$ cat src/rtl/keypad_pkg.sv
// Shared types and helpers for the 4x4 matrix keypad scanner.
package keypad_pkg;

  localparam int unsigned NUM_ROWS = 4;
  localparam int unsigned NUM_COLS = 4;

  typedef logic [3:0] key_code_t;

  // Bit 4 set marks a non-key candidate; low bits carry the key code otherwise.
  typedef logic [4:0] cand_t;
  localparam cand_t CAND_NONE  = 5'h10;
  localparam cand_t CAND_MULTI = 5'h11;

  typedef enum logic {StIdle, StPressed} state_e;

  // Active-low row drive, index 0 in the low nibble.
  localparam logic [15:0] ROW_PATTERN = 16'b0111_1011_1101_1110;

  function automatic logic [3:0] row_drive(input logic [1:0] idx);
    return ROW_PATTERN[{idx, 2'b00} +: 4];
  endfunction

  function automatic cand_t resolve(input logic [NUM_ROWS*NUM_COLS-1:0] snap);
    cand_t       c;
    int unsigned n;
    c = CAND_NONE;
    n = 0;
    for (int i = 0; i < NUM_ROWS * NUM_COLS; i++) begin
      if (snap[i]) begin
        n++;
        c = {1'b0, 4'(i)};
      end
    end
    if (n > 1) c = CAND_MULTI;
    return c;
  endfunction

endpackage

$ cat src/rtl/keypad_row_scan.sv
// Row-period timebase: tick counter, row index, registered row drive and strobes.
module keypad_row_scan
  import keypad_pkg::*;
#(
  parameter int unsigned ROW_TICKS = 50000
) (
  input  logic       clk,
  input  logic       rst,
  output logic [3:0] row,
  output logic [1:0] row_idx,
  output logic       sample,
  output logic       frame_end
);

  localparam int unsigned      TickW    = $clog2(ROW_TICKS);
  localparam logic [TickW-1:0] LastTick = TickW'(ROW_TICKS - 1);

  logic [TickW-1:0] tick_q;
  logic [1:0]       idx_q;
  logic [3:0]       row_q;

  assign sample    = (tick_q == LastTick);
  assign frame_end = sample && (idx_q == 2'd3);
  assign row       = row_q;
  assign row_idx   = idx_q;

  // Row register moves together with the index so drive and index never disagree.
  always_ff @(posedge clk) begin
    if (rst) begin
      tick_q <= '0;
      idx_q  <= 2'd0;
      row_q  <= row_drive(2'd0);
    end else if (sample) begin
      tick_q <= '0;
      idx_q  <= idx_q + 2'd1;
      row_q  <= row_drive(idx_q + 2'd1);
    end else begin
      tick_q <= tick_q + TickW'(1);
    end
  end

endmodule

$ cat src/rtl/keypad_scanner.sv
// 4x4 keypad scanner: column sync, frame snapshot, single-key resolve, frame debounce,
// press/release FSM and a valid/ack key handshake with sticky overrun.
module keypad_scanner
  import keypad_pkg::*;
#(
  parameter int unsigned ROW_TICKS       = 50000,
  parameter int unsigned DEBOUNCE_FRAMES = 4
) (
  input  logic       clk,
  input  logic       rst,
  output logic [3:0] row,
  input  logic [3:0] col,
  input  logic       key_ack,
  output key_code_t  key_code,
  output logic       key_valid,
  output logic       key_held,
  output logic       overrun
);

  localparam int unsigned     CntW   = $clog2(DEBOUNCE_FRAMES + 1);
  localparam logic [CntW-1:0] CntMax = CntW'(DEBOUNCE_FRAMES);

  logic [1:0] row_idx;
  logic       sample;
  logic       frame_end;

  keypad_row_scan #(
    .ROW_TICKS(ROW_TICKS)
  ) u_row_scan (
    .clk      (clk),
    .rst      (rst),
    .row      (row),
    .row_idx  (row_idx),
    .sample   (sample),
    .frame_end(frame_end)
  );

  logic [3:0]                   col_meta_q, col_sync_q;
  logic [NUM_ROWS*NUM_COLS-1:0] snap_q, snap_d;
  cand_t                        cand, prev_cand_q, prev_cand_d;
  logic [CntW-1:0]              stable_q, stable_d;
  state_e                       state_q, state_d;
  logic                         press;
  key_code_t                    code_q;
  logic                         valid_q, overrun_q;

  // Row 3 lands in the snapshot on the resolve cycle itself, so resolve from the next value.
  always_comb begin
    snap_d = snap_q;
    if (sample) snap_d[{row_idx, 2'b00} +: NUM_COLS] = ~col_sync_q;
  end

  assign cand = resolve(snap_d);

  always_comb begin
    prev_cand_d = prev_cand_q;
    stable_d    = stable_q;
    state_d     = state_q;
    press       = 1'b0;
    if (frame_end) begin
      if (cand == prev_cand_q) begin
        if (stable_q != CntMax) stable_d = stable_q + CntW'(1);
      end else begin
        stable_d    = CntW'(1);
        prev_cand_d = cand;
      end
      unique case (state_q)
        StIdle: begin
          if (!cand[4] && stable_d == CntMax) begin
            state_d = StPressed;
            press   = 1'b1;
          end
        end
        StPressed: begin
          if (cand == CAND_NONE && stable_d == CntMax) state_d = StIdle;
        end
        default: state_d = StIdle;
      endcase
    end
  end

  always_ff @(posedge clk) begin
    if (rst) begin
      col_meta_q  <= 4'hF;
      col_sync_q  <= 4'hF;
      snap_q      <= '0;
      prev_cand_q <= CAND_NONE;
      stable_q    <= '0;
      state_q     <= StIdle;
    end else begin
      col_meta_q  <= col;
      col_sync_q  <= col_meta_q;
      snap_q      <= snap_d;
      prev_cand_q <= prev_cand_d;
      stable_q    <= stable_d;
      state_q     <= state_d;
    end
  end

  // A new press beats a same-cycle ack; overrun only when an unacked key is overwritten.
  always_ff @(posedge clk) begin
    if (rst) begin
      code_q    <= '0;
      valid_q   <= 1'b0;
      overrun_q <= 1'b0;
    end else if (press) begin
      code_q    <= cand[3:0];
      valid_q   <= 1'b1;
      overrun_q <= valid_q && !key_ack;
    end else if (key_ack && valid_q) begin
      valid_q   <= 1'b0;
      overrun_q <= 1'b0;
    end
  end

  assign key_code  = code_q;
  assign key_valid = valid_q;
  assign overrun   = overrun_q;
  assign key_held  = (state_q == StPressed);

endmodule
$ cat config.mk
export PLATFORM = sky130hd
export DESIGN_NAME = keypad_scanner
export DESIGN_NICKNAME = d
export VERILOG_FILES = /design/src/rtl/keypad_pkg.sv /design/src/rtl/keypad_row_scan.sv /design/src/rtl/keypad_scanner.sv
export SDC_FILE = /design/constraint.sdc
export NUM_CORES = 1
export LEC_CHECK = 0
export BUFFER_PORTS_ARGS = -buffer_cell sky130_fd_sc_hd__buf_2
export CORE_ASPECT_RATIO = 1.25
export CORE_MARGIN = 1
export CORE_UTILIZATION = 45
export CTS_BUF_LIST = sky130_fd_sc_hd__clkbuf_8 sky130_fd_sc_hd__clkbuf_16
export CTS_CLUSTER_DIAMETER = 40
export DETAILED_ROUTE_END_ITERATION = 10
export GPL_TIMING_DRIVEN = 1
export REMOVE_ABC_BUFFERS = 1
export SETUP_SLACK_MARGIN = 0.1
export SLEW_MARGIN = 20
export SYNTH_ARGS = -nofsm -noshare
export SYNTH_HDL_FRONTEND = slang
export SYNTH_SLANG_ARGS = --single-unit
$ cat constraint.sdc
create_clock -name clk -period 24.4 [get_ports clk]
set_input_delay 0 -clock clk [delete_from_list [all_inputs] [get_ports clk]]
set_output_delay 0 -clock clk [all_outputs]
set_load 0.005 [all_outputs]
Word-level counts from Yosys, hierarchy flattened
Cells that the tools add are included.

operators by class
  add/sub/neg operators = 19
  $lt $le $gt $ge = 1
  equality and inequality tests = 6
  shift operators = 3
  muxes and demuxes = 46
  bitwise logic cells = 3
  reduce and logical (&&, ||, !) cells = 10

operators by type and width
  cell                                                                              number
  32-bit by 1-bit adder with 32-bit output, second input constant                   15
  32-bit two-way mux                                                                15
  5-bit two-way mux                                                                 17
  32-bit by 1-bit greater-than comparator with 1-bit output, second input constant  1
  16-bit by 1-bit adder with 16-bit output, second input constant                   1
  16-bit bitwise mux                                                                1
  16-bit == test, second input constant                                             1
  16-bit two-way mux                                                                1
  4-bit by 6-bit variable shift with 16-bit output, first input constant            1
  16-bit by 5-bit variable part select with 4-bit output, first input constant      1
  4-bit by 6-bit variable part select with 16-bit output                            1
  3-bit two-way mux                                                                 3
  1-bit two-way mux                                                                 8
  4-bit negation with 6-bit output                                                  1
  5-bit == test                                                                     1
  5-bit == test, second input constant                                              1
  1-bit logical AND                                                                 5
  4-bit NOT                                                                         1
  3-bit by 1-bit adder with 3-bit output, second input constant                     1
  3-bit == test, second input constant                                              1
  3-bit inequality test, second input constant                                      1
  2-bit by 1-bit adder with 2-bit output, second input constant                     1
  2-bit == test, second input constant                                              1
  1-bit zero test                                                                   2
  5 further kinds                                                                   6

word-level totals
  bits in registers = 61
  output and inout bits = 11
  logic and storage cells = 100

Logic depth before layout (Yosys ltp)
  word-level depth = 46
  gate-level depth with buffers = 59
  depth with buffers taken out = 54

Cells and area by module
Synthesis repeated with hierarchy kept, for this count alone.

second synthesis, totals
  cell total of the unflattened synthesis = 630
  area total of the unflattened synthesis = 5108.6 um^2

modules (own cells, without submodules)
  module           times used  cells an instance  area each (um^2)  sequential area each (um^2)
  keypad_scanner   1           521                4130.2            780.7
  keypad_row_scan  1           109                978.4             440.4

Least setup slack after synthesis
OpenSTA, ideal clock, no wires.

  path kind = reg-to-reg
  start point = register u_row_scan.idx_q[0], in the netlist u_row_scan.row_idx[0]
  end point = register code_q[3], in the netlist key_code[3]
  setup time = 0.121 ns
  data arrival time = 12.138 ns
  data required time = 24.279 ns
  slack = 12.141 ns
  cell stages (with the launch flop) = 58
  buffers on the path = 4
  clock period less this slack = 12.259 ns
  cells stage by stage = dfxtp_1 clkbuf_1 inv_1 ha_1 clkbuf_1 and4_1 nand4_1 clkbuf_1 nor4_1 a21oi_1 ha_1 clkbuf_1 nand2_1 nor2_1 o41a_1 nor2_1 a21oi_1 ha_1 [22 not listed] o31ai_1 ha_1 mux2_2 ha_1 mux2_2 ha_1 mux2_2 ha_1 nand2_1 xor2_1 nor2_1 o211a_1 a311oi_1 or3_4 or4b_4 a22oi_4 nand3_4 mux2_4

between the ends
  longest elaborated chain between the ends = 45

ends and longest elaborated chain
  what                                                                                                                        RTL line               RTL
  start, declared                                                                                                             keypad_row_scan.sv:19  logic [1:0] idx_q;
  start signal, assigned                                                                                                      keypad_row_scan.sv:35  idx_q <= idx_q + 2'd1;
  4-bit negation with 6-bit output                                                                                            keypad_scanner.sv:50   if (sample) snap_d[{row_idx, 2'b00} +: NUM_COLS] = ~col_sync_q;
  4-bit by 6-bit variable part select with 16-bit output or 4-bit by 6-bit variable shift with 16-bit output (tied branches)  keypad_scanner.sv:50
  16-bit bitwise mux                                                                                                          keypad_scanner.sv:50
  16-bit two-way mux                                                                                                          keypad_scanner.sv:50
  1-bit two-way mux                                                                                                           keypad_pkg.sv:29       if (snap[i]) begin
  32-bit by 1-bit adder with 32-bit output                                                                                    keypad_pkg.sv:30       n++;
  32-bit two-way mux                                                                                                          keypad_pkg.sv:29
  32-bit by 1-bit adder with 32-bit output                                                                                    keypad_pkg.sv:30
  [29 not listed]                                                                                                             -
  5-bit == test                                                                                                               keypad_scanner.sv:61   if (cand == prev_cand_q) begin
  3-bit two-way mux                                                                                                           keypad_scanner.sv:61
  3-bit two-way mux                                                                                                           keypad_scanner.sv:60   if (frame_end) begin
  3-bit == test                                                                                                               keypad_scanner.sv:69   if (!cand[4] && stable_d == CntMax) begin
  1-bit logical AND                                                                                                           keypad_scanner.sv:69
  1-bit two-way mux                                                                                                           keypad_scanner.sv:69
  1-bit two-way mux                                                                                                           keypad_scanner.sv:67   unique case (state_q)
  1-bit two-way mux                                                                                                           keypad_scanner.sv:60
  end signal, assigned                                                                                                        keypad_scanner.sv:107  code_q <= cand[3:0];
  end, declared                                                                                                               keypad_scanner.sv:44   key_code_t code_q;

Parallel ways exist; a longest one is shown, timed or not. The select of a mux whose other input is x is not followed.
A chain may end at the register's enable or synchronous reset.

Worst setup path in the final report
Ends and elaborated chain as after synthesis.

==> impl_metrics.json <==
{
  "fin_util_pct": 51.5,
  "rsz0062_at_grt": "no",
  "syn2layout_area_growth_pct": 10.8,
  "die_y_um": 125,
  "tns_ns": 0,
  "finalHoldViolCount": 0,
  "vias": 4878,
  "min_path_cells": 2,
  "max_stage_delay_ns": 0.57,
  "clkTransAtPathRegs_ns": 0.06,
  "synth_ff_type": "dfxtp_1",
  "syn_area_mm2": 0.00546,
  "grt_max_degree": 52,
  "routed_wl_um": 13700,
  "placement_rows": 44,
  "maxCapViolations": 0,
  "globalplace.congestion": 0.848,
  "ys_top_cells_by_area": "dfxtp_1 (22%), nor2_1 (5.5%), xnor2_1 (5.3%)",
  "fp.dieW_um": 100,
  "slew_violations": 0,
  "synth-edff-count": 0,
  "place_hpwl_um": 10600,
  "critPathRequiredTime_ns": 24.61,
  "first_pass_iters": 4,
  "cts_root_buf": "clkbuf_16",
  "post-place-cells": 832,
  "tightestPinTransition_ns": 0.882,
  "post-place-ws_ns": 10.99,
  "cts_tree": "built",
  "netlist_instances": 676,
  "setup_ws_ns": 10.80,
  "ant_nets": 0,
  "portBuffers": 17,
  "whs_ns": 0.286,
  "start_util_pct": 46.5,
  "drt-vias-per-instance": 5.72,
  "clockBufferDepth": 2,
  "cp_max_fo": 19,
  "synth.distinct_cells": 81,
  "ys_seq_area_share_pct": 22.4,
  "cts_sinks": 61,
  "grt_pass1_vias": 4805,
  "synth_top_area_share_pct": 22.4,
  "slowest_stage": "or4b_4",
  "cp.arrival_ns": 13.81,
  "drive_above_1_share_pct": 13.6,
  "period_minus_slack_ns": 13.60,
  "fin_worst_skew_ns": 0.00886,
  "drt-wirelength-per-cell_um": 16.1,
  "synth_seq_cells": 61,
  "final_common_cell": "nor2_1",
  "layout_common_cells": "nor2_1 (80), nand2_1 (62), dfxtp_1 (61)",
  "setup_violations": 0,
  "critPathKind": "register to register",
  "slew_headroom_pct": 41.2,
  "regToRegSetupSlack_ns": 10.80,
  "ys_async_sr_fraction_pct": 0,
  "fin_crit_sh_pct": 55.7,
  "start_kind": "register",
  "outcome": "complete, no violations",
  "globalRouteOverflowTotal": 0,
  "fmax_mhz": 73.6,
  "dieArea_mm2": 0.0126,
  "ff2ff_path_depth": 52,
  "yosysWarnings": 0,
  "hold_class": "input port to register",
  "r2r_end": "key_code[3]$_SDFFE_PP0P_",
  "h-tree-depth": 3,
  "io_pins": 18,
  "nets": 717,
  "drc": 0,
  "diodes": 0,
  "postCtsSetupBuffers": 0,
  "p_leak_nw": 2.34,
  "drt_iter0_markers": 230,
  "r2r_start": "u_row_scan.row_idx[0]$_SDFFE_PP0N_",
  "hp-start": "rst",
  "coreArea_mm2": 0.0117,
  "cts_made_buffers": 9,
  "critPathCaptureType": "register",
  "powerDensity_mw_per_mm2": 40.7,
  "clkLatencyLatePin_ns": 0.33,
  "stdcell_count": 853,
  "syn-mean-instance-area_um2": 8.07,
  "peakVddDrop_v": 0.0000388,
  "cts_resized": 0,
  "grt_antenna_before_repair": 0,
  "grt_pass1_wl_um": 23400,
  "yosysTopAreaCell": "dfxtp_1",
  "grt.total_usage_pct": 23.1,
  "path_common_cell": "ha_1",
  "min_to": "u_row_scan.tick_q[2]$_SDFF_PP0_"
}
-- where the power goes --
part | total [W] | internal (W) | leakage, nW | switching, W
clock | 0.000138 | 0.0000897 | 0.152 | 0.0000487
combinational | 0.00000519 | 0.00000235 | 1.69 | 0.00000284
sequential | 0.000102 | 0.000101 | 0.494 | 0.00000140
total | 0.000246 | 0.000193 | 2.34 | 0.0000530
-- what timing repair did --
action                                  4_1_cts  5_1_grt
hold endpoints to repair                      5        0
endpoints found under the setup margin        0        0
hold buffers                                  5        0
-- cells by family (layout without fill, tap and decap cells) --
kind of cell	after synthesis	in the layout	synth area share [%]
AND/OR/NAND/NOR	308	308	31.2
XOR/XNOR	67	67	12.5
AO/OA/AOI/OAI	121	121	15.5
multiplexers	49	49	9.54
adder cells (fa/ha/maj)	23	23	5.28
buffers and inverters	47	63	3.53
flip-flops	61	61	22.4
-- per-stage QoR --
stage | total power, W | area, um2
after floorplan | 0.000106 | 5330
after global placement | 0.000109 | 5670
after detailed placement | 0.000109 | 5670
after CTS | 0.000249 | 6040
after global routing | 0.000254 | 6040
final | 0.000246 | 6040
-- worst max-delay path by stage --
stage	slack [ns]	startpoint	to
after detailed placement	10.99	u_row_scan.row_idx[0]$_SDFFE_PP0N_	key_code[3]$_SDFFE_PP0P_
after floorplan	12.38	u_row_scan.tick_q[4]$_SDFF_PP0_	key_code[3]$_SDFFE_PP0P_
after global placement	11.44	u_row_scan.row_idx[0]$_SDFFE_PP0N_	key_code[3]$_SDFFE_PP0P_
final	10.80	u_row_scan.row_idx[0]$_SDFFE_PP0N_	key_code[3]$_SDFFE_PP0P_
after CTS	10.89	u_row_scan.row_idx[0]$_SDFFE_PP0N_	key_code[3]$_SDFFE_PP0P_
after global routing	9.69	u_row_scan.row_idx[0]$_SDFFE_PP0N_	key_code[3]$_SDFFE_PP0P_
-- routing by layer --
| metal | wire length (um) | vias to the layer above | GRT usage (%) |
|---|---|---|---|
| met5 | 0 | - | 0 |
| met4 | 310 | 0 | 7.42 |
| met3 | 386 | 22 | 3.75 |
| met2 | 7050 | 78 | 41.9 |
| met1 | 5990 | 2311 | 27.1 |
| li1 | - | 2467 | - |
-- critical path, delay by kind of cell, from the launching register on --
family	cells	cell delay, ns
XOR/XNOR	1	0.07
AND/OR/NAND/NOR	18	3.82
multiplexers	5	1.47
buffers and inverters	1	0.19
flip-flops	1	0.49
AO/OA/AOI/OAI	14	3.11
adder cells (fa/ha/maj)	13	4.30
-- cell type report --
type / instances / area, um2
tap: 161 / 201
fill: 1163 / 5680
sequential: 61 / 1220
inverter: 18 / 67.6
multi-input combinational: 568 / 4040
clock buffer: 9 / 225
clock inverter: 7 / 97.6
timing repair buffer: 29 / 188
-- state kept, by name, indices dropped and copies added, names as in the netlist --
name / flops
col_sync_q: 4
snap_q: 16
u_row_scan.row: 4
prev_cand_q: 5
key_held: 1
col_meta_q: 4
u_row_scan.tick_q: 16
key_code: 4
stable_q: 3
key_valid: 1
u_row_scan.row_idx: 2
overrun: 1
-- synthesized netlist by cell type (all sizes together) (7+ instances only) --
master  count
o21ai      24
clkbuf     20
or2        13
or3        11
mux2       21
dfxtp      61
nand3      21
nor2       80
xnor2      35
buf         9
nand3b     16
nor3       20
and3       12
nand2b      8
xor2       29
mux2i      28
nor4       11
nand4       7
nor2b       7
a21oi      36
inv        18
ha         23
nand2      62
(Power assumes the default switching activity.)
